## config.mk

```make
export PLATFORM = sky130hd
export DESIGN_NAME = open_drain_tx
export DESIGN_NICKNAME = d
export VERILOG_FILES = /design/src/rtl/open_drain_tx.sv
export SDC_FILE = /design/constraint.sdc
export NUM_CORES = 1
export LEC_CHECK = 0
export ABC_AREA = 0
export BUFFER_PORTS_ARGS = -buffer_cell sky130_fd_sc_hd__buf_2
export CORE_UTILIZATION = 43
export CTS_CLUSTER_SIZE = 24
export DETAILED_ROUTE_END_ITERATION = 7
export PLACE_DENSITY = 0.62
export SLEW_MARGIN = 40
export SYNTH_ARGS = -nofsm -noshare
export SYNTH_HDL_FRONTEND = slang
export SYNTH_SLANG_ARGS = --single-unit
```

## constraint.sdc

```tcl
create_clock -name clk -period 2.2 [get_ports clk]
set_input_delay 0.11 -clock clk [delete_from_list [all_inputs] [get_ports clk]]
set_output_delay 0.11 -clock clk [all_outputs]
set_load 0.1 [all_outputs]
```

## src/rtl/open_drain_tx.sv

```systemverilog
// open_drain_tx
// Transmitter for a single-wire open-drain (wired-AND) serial line. The line
// idles high through a passive pull-up; this block only ever controls the
// pull-down gate. A parallel word is framed as START (low), DATA_BITS payload
// bits sent LSB first (0 = pull low, 1 = release) and STOP (released). Each
// bit lasts BIT_CYCLES clocks. While the line is released the block reads it
// back mid-bit and abandons the frame if another node is holding it low.
//
// Ports:
//   clk       system clock, rising edge
//   rst       synchronous reset, active high
//   tx_data   word to send (LSB first)
//   tx_valid  producer has a word on tx_data
//   tx_ready  block can accept a word this cycle (combinational)
//   line_in   sensed line level (1 = released/high, 0 = low)
//   pd_en     pull-down gate drive (1 = pull low), registered
//   busy      frame in progress, registered
//   done      one-cycle pulse, frame finished cleanly, registered
//   arb_lost  one-cycle pulse, frame aborted on contention, registered
module open_drain_tx #(
   parameter int BIT_CYCLES = 16,
   parameter int DATA_BITS  = 8
) (
   input  logic                 clk,
   input  logic                 rst,
   input  logic [DATA_BITS-1:0] tx_data,
   input  logic                 tx_valid,
   output logic                 tx_ready,
   input  logic                 line_in,
   output logic                 pd_en,
   output logic                 busy,
   output logic                 done,
   output logic                 arb_lost
);

   localparam int CNT_W = 16;
   localparam int IDX_W = 6;
   localparam logic [CNT_W-1:0] CNT_LAST = CNT_W'(BIT_CYCLES - 1);
   localparam logic [CNT_W-1:0] CNT_MID  = CNT_W'(BIT_CYCLES / 2);
   localparam logic [IDX_W-1:0] IDX_LAST = IDX_W'(DATA_BITS - 1);

   typedef enum logic [1:0] {
      ST_IDLE  = 2'd0,
      ST_START = 2'd1,
      ST_DATA  = 2'd2,
      ST_STOP  = 2'd3
   } state_t;

   state_t               state_r,    state_s;
   logic [CNT_W-1:0]     bit_cnt_r,  bit_cnt_s;
   logic [IDX_W-1:0]     bit_idx_r,  bit_idx_s;
   logic [DATA_BITS-1:0] shift_r,    shift_s;
   logic                 pd_en_r,    pd_en_s;
   logic                 busy_r,     busy_s;
   logic                 done_r,     done_s;
   logic                 arb_lost_r, arb_lost_s;

   logic                 tx_ready_s;
   logic                 xfer_s;
   logic                 bit_end_s;
   logic                 contend_s;
   logic [DATA_BITS-1:0] shifted_s;

   // Refuse a new word while another node holds the line low.
   assign tx_ready_s = (state_r == ST_IDLE) && line_in && !rst;
   assign xfer_s     = tx_valid && tx_ready_s;
   assign bit_end_s  = (bit_cnt_r == CNT_LAST);
   assign shifted_s  = shift_r >> 1;
   // Contention only matters while we have released the line; when we pull
   // low ourselves the sensed level says nothing about other nodes.
   assign contend_s  = ((state_r == ST_DATA) || (state_r == ST_STOP)) &&
                       (bit_cnt_r == CNT_MID) && !pd_en_r && !line_in;

   assign tx_ready = tx_ready_s;
   assign pd_en    = pd_en_r;
   assign busy     = busy_r;
   assign done     = done_r;
   assign arb_lost = arb_lost_r;

   // Next-state and next-output logic for the frame sequencer.
   always_comb begin
      state_s    = state_r;
      bit_cnt_s  = bit_cnt_r;
      bit_idx_s  = bit_idx_r;
      shift_s    = shift_r;
      pd_en_s    = pd_en_r;
      busy_s     = busy_r;
      done_s     = 1'b0;
      arb_lost_s = 1'b0;

      case (state_r)
         ST_IDLE: begin
            pd_en_s   = 1'b0;
            busy_s    = 1'b0;
            bit_cnt_s = {CNT_W{1'b0}};
            bit_idx_s = {IDX_W{1'b0}};
            if (xfer_s) begin
               state_s = ST_START;
               shift_s = tx_data;
               pd_en_s = 1'b1;
               busy_s  = 1'b1;
            end else begin
               state_s = ST_IDLE;
            end
         end

         ST_START: begin
            if (bit_end_s) begin
               state_s   = ST_DATA;
               bit_cnt_s = {CNT_W{1'b0}};
               bit_idx_s = {IDX_W{1'b0}};
               pd_en_s   = ~shift_r[0];
            end else begin
               bit_cnt_s = bit_cnt_r + 16'd1;
            end
         end

         ST_DATA: begin
            if (contend_s) begin
               state_s    = ST_IDLE;
               bit_cnt_s  = {CNT_W{1'b0}};
               bit_idx_s  = {IDX_W{1'b0}};
               pd_en_s    = 1'b0;
               busy_s     = 1'b0;
               arb_lost_s = 1'b1;
            end else if (bit_end_s) begin
               bit_cnt_s = {CNT_W{1'b0}};
               if (bit_idx_r == IDX_LAST) begin
                  state_s = ST_STOP;
                  pd_en_s = 1'b0;
               end else begin
                  shift_s   = shifted_s;
                  bit_idx_s = bit_idx_r + 6'd1;
                  pd_en_s   = ~shifted_s[0];
               end
            end else begin
               bit_cnt_s = bit_cnt_r + 16'd1;
            end
         end

         ST_STOP: begin
            if (contend_s) begin
               state_s    = ST_IDLE;
               bit_cnt_s  = {CNT_W{1'b0}};
               bit_idx_s  = {IDX_W{1'b0}};
               pd_en_s    = 1'b0;
               busy_s     = 1'b0;
               arb_lost_s = 1'b1;
            end else if (bit_end_s) begin
               state_s   = ST_IDLE;
               bit_cnt_s = {CNT_W{1'b0}};
               pd_en_s   = 1'b0;
               busy_s    = 1'b0;
               done_s    = 1'b1;
            end else begin
               bit_cnt_s = bit_cnt_r + 16'd1;
            end
         end

         default: begin
            state_s   = ST_IDLE;
            bit_cnt_s = {CNT_W{1'b0}};
            bit_idx_s = {IDX_W{1'b0}};
            pd_en_s   = 1'b0;
            busy_s    = 1'b0;
         end
      endcase
   end

   // State and output registers; reset releases the line immediately.
   always_ff @(posedge clk) begin
      if (rst) begin
         state_r    <= ST_IDLE;
         bit_cnt_r  <= {CNT_W{1'b0}};
         bit_idx_r  <= {IDX_W{1'b0}};
         shift_r    <= {DATA_BITS{1'b0}};
         pd_en_r    <= 1'b0;
         busy_r     <= 1'b0;
         done_r     <= 1'b0;
         arb_lost_r <= 1'b0;
      end else begin
         state_r    <= state_s;
         bit_cnt_r  <= bit_cnt_s;
         bit_idx_r  <= bit_idx_s;
         shift_r    <= shift_s;
         pd_en_r    <= pd_en_s;
         busy_r     <= busy_s;
         done_r     <= done_s;
         arb_lost_r <= arb_lost_s;
      end
   end

endmodule

```

==> impl_metrics.py <==
metrics = {
    "outcome": {
        "status": "complete, no violations",
    },
    "sta": {
        "period_needed_ps": 2150,
        "fin_crit_sh_pct": 97.8,
        "fmax_mhz": 465,
        "grt_setup_unrepaired": "no",
        "finalHoldViolCount": 0,
        "maxSlewViolCount": 0,
        "maxSlewHeadroom_pct": 64.6,
        "setup_viol": 0,
        "finalClockSkew_ps": 3.08,
        "worst-slew-pin-transition_ps": 531,
        "timing.hold.ws_ps": 127,
    },
    "clock_network": {
        "clk_pin_slew_ps": 70,
        "cts_tree": "done",
        "htreeDepth": 2,
        "holdBufCountCts": 0,
        "cts.sinks": 36,
        "clock_path_buffers": 2,
        "clk_latency_ps": 280,
        "numCtsBuffers": 5,
        "clock-root-buffer": "clkbuf_8",
    },
    "job": {
        "maxCapViolCount": 0,
    },
    "synth": {
        "postSynthCellCount": 196,
        "synthArstFlopShare_pct": 0,
        "synth_common_cells": "36 x dfxtp_1, 29 x nor2_1, 12 x nand3_1",
        "synth_area_leader_cell": "dfxtp_1",
        "yosys-top-cells-area": "dfxtp_1 42%, nor2_1 6.3%, xnor2_1 5.6%",
        "synth_area_per_cell_um2": 8.85,
        "ys_seq_elements": 36,
        "synth.most_common_cell": "dfxtp_1",
        "yosys_warnings": 0,
        "syn_area_um2": 1730,
        "synth_top_area_share_pct": 41.6,
        "synth-main-ff-cell": "dfxtp_1",
        "synth-edff-count": 0,
        "seq_area_frac_synth_pct": 41.6,
        "synth_cell_types": 44,
        "synth_nets": 211,
    },
    "die": {
        "rows": 22,
        "core_area_um2": 3770,
        "ios": 17,
        "die_w_um": 65.5,
        "start_util_pct": 46.0,
        "dieArea_um2": 4290,
        "die_y_um": 65.5,
    },
    "power_and_ir_drop": {
        "p_leak_nw": 0.786,
        "ir_worst_vdd_mv": 0.298,
        "powerDensity_nw_per_um2": 596,
    },
    "worst_hold_path": {
        "min_from": "tx_valid",
        "hold_path.class": "in2reg",
    },
    "worst_setup_path": {
        "critPathKind": "reg2reg",
        "timing.rr.start": "bit_cnt_r[10]",
        "setup.worst_path.end_class": "register",
        "startpoint": "bit_cnt_r[10]",
        "crit_chain": "or4_4, or3_4, buf_4, nor3_4, nand2_1, o31ai_1",
        "arrival_ps": 2350,
        "cpMaxStageDelayCell": "or4_4",
        "crit_path_max_fanout": 6,
        "max_stage_delay_ps": 560,
        "start_kind": "register",
        "cp_data_required_time_ps": 2390,
        "cpLargestDelayFamily": "simple AND/OR/NAND/NOR gates",
        "cp.buffers_inverters": 1,
    },
    "drt": {
        "drt-total-wl_um": 3510,
        "routedWlPerCell_um": 12.8,
        "drc_errors": 0,
        "initialDrtViolationCount": 57,
        "vias": 1509,
        "vias_per_cell": 5.51,
        "first_pass_iters": 4,
        "ant_nets": 0,
    },
    "grt": {
        "grt.total_usage_pct": 17.8,
        "antenna_found_initial": 0,
        "grt_pass1_vias": 1378,
        "grt_start_max_net_pins": 17,
        "overflow": 0,
        "grt_pass1_wl_um": 5880,
    },
    "place": {
        "dpl_cell_area_um2": 1960,
        "io_buffer_count": 16,
        "place_congestion": 0.808,
        "dpl.hpwl_um": 2480,
    },
    "cells_and_area": {
        "post-route-cell-area_um2": 2120,
        "layout-drive-gt1-share_pct": 26.1,
        "num-fill-cells": 333,
        "final_util_pct": 56.1,
        "final_nets": 240,
        "synthToLayoutAreaGrowth_pct": 22.1,
        "diodes": 0,
    },
}
[registers in the layout, summed over array words and instances, names as in the netlist]
| signal | count |
|---|---|
| bit_cnt_r | 16 |
| bit_idx_r | 6 |
| arb_lost | 1 |
| shift_r | 8 |
| pd_en | 1 |
| state_r | 2 |
| done | 1 |
| busy | 1 |
[report_power, final]
part | switching (W) | internal (W)
logic | 0.0000684 | 0.0000428
registers | 0.0000101 | 0.000663
clock network | 0.000227 | 0.000250
[kinds of logic (layout without fill, tap and decap cells)]
logic type	Yosys count	count (layout)	synth area share, %
and+or+nand+nor	80	80	23.9
AOI/OAI and AO/OA	40	40	17.1
DFF	36	36	41.6
buffers and inverters	17	47	4.62
xor gates and xnor gates	12	12	6.06
muxes	8	8	4.62
adders and majority gates	3	3	2.16
[per-layer routing]
metal,vias up,share of wire [%],track usage [%]
met2,28,47,28.2
met1,721,48,22.8
li1,755,-,-
met4,0,1.1,7.34
met3,5,3.6,4.51
met5,-,0,0
[area by class of cell]
class | count | area, um^2 | share of cell area, %
clock buffer | 6 | 82.6 | 3.90
clock inverter | 2 | 10.0 | 0.473
inverter | 9 | 33.8 | 1.60
multi-input combinational | 143 | 1010 | 47.8
sequential | 36 | 721 | 34.0
tap | 48 | 60.1 | 2.84
timing repair buffer | 30 | 198 | 9.34
[final timing paths]
check                 end  depth (start not counted)  slack, ps
min                  busy                          3        130
min reg2reg  bit_cnt_r[0]                          1        460
max reg2reg  bit_idx_r[5]                          6         50
max          bit_idx_r[5]                          6         50
[cells in the final DEF (no fill, tap or decap), drive strengths merged, types with 2 or more instances in the layout]
cell type / synthesis / layout
and3: 3 / 3
nor2b: 4 / 4
buf: 3 / 30
nand3: 12 / 12
or4: 3 / 3
mux2i: 8 / 8
a211oi: 8 / 8
nor4: 2 / 2
nor2: 29 / 29
a22oi: 2 / 2
dfxtp: 36 / 36
clkinv: 0 / 2
o21ai: 8 / 8
nor3: 7 / 7
o31ai: 3 / 3
nor4bb: 2 / 2
nand2b: 2 / 2
inv: 9 / 9
ha: 3 / 3
clkbuf: 5 / 6
or3: 4 / 4
a31oi: 2 / 2
o211ai: 4 / 4
nand2: 7 / 7
xnor2: 11 / 11
a21oi: 6 / 6
[repair_timing]
action / 4_1_cts / 5_1_grt
endpoints found under the setup margin: 3 / 9
setup buffers: 0 / 3
gates resized for setup: 2 / 5
endpoints found under the hold margin: 0 / 0
[metrics by stage]
step / setup slack (ps) / TNS (ps) / cells / total power, W
2_1_floorplan: -112 / -755 / 196 / 0.000766
3_3_place_gp: 35.3 / 0 / 263 / 0.000790
3_5_place_dp: 2.68 / 0 / 263 / 0.000793
4_1_cts: 11.3 / 0 / 271 / 0.00127
5_1_grt: 2.34 / 0 / 274 / 0.00130
6_report: 47.8 / 0 / 274 / 0.00126
[worst min-delay path: stages]
cell and delay [ps]:
buf_2 90, nand2_2 90, o21ai_0 80
Note: power is estimated with default switching activity, not from simulation.
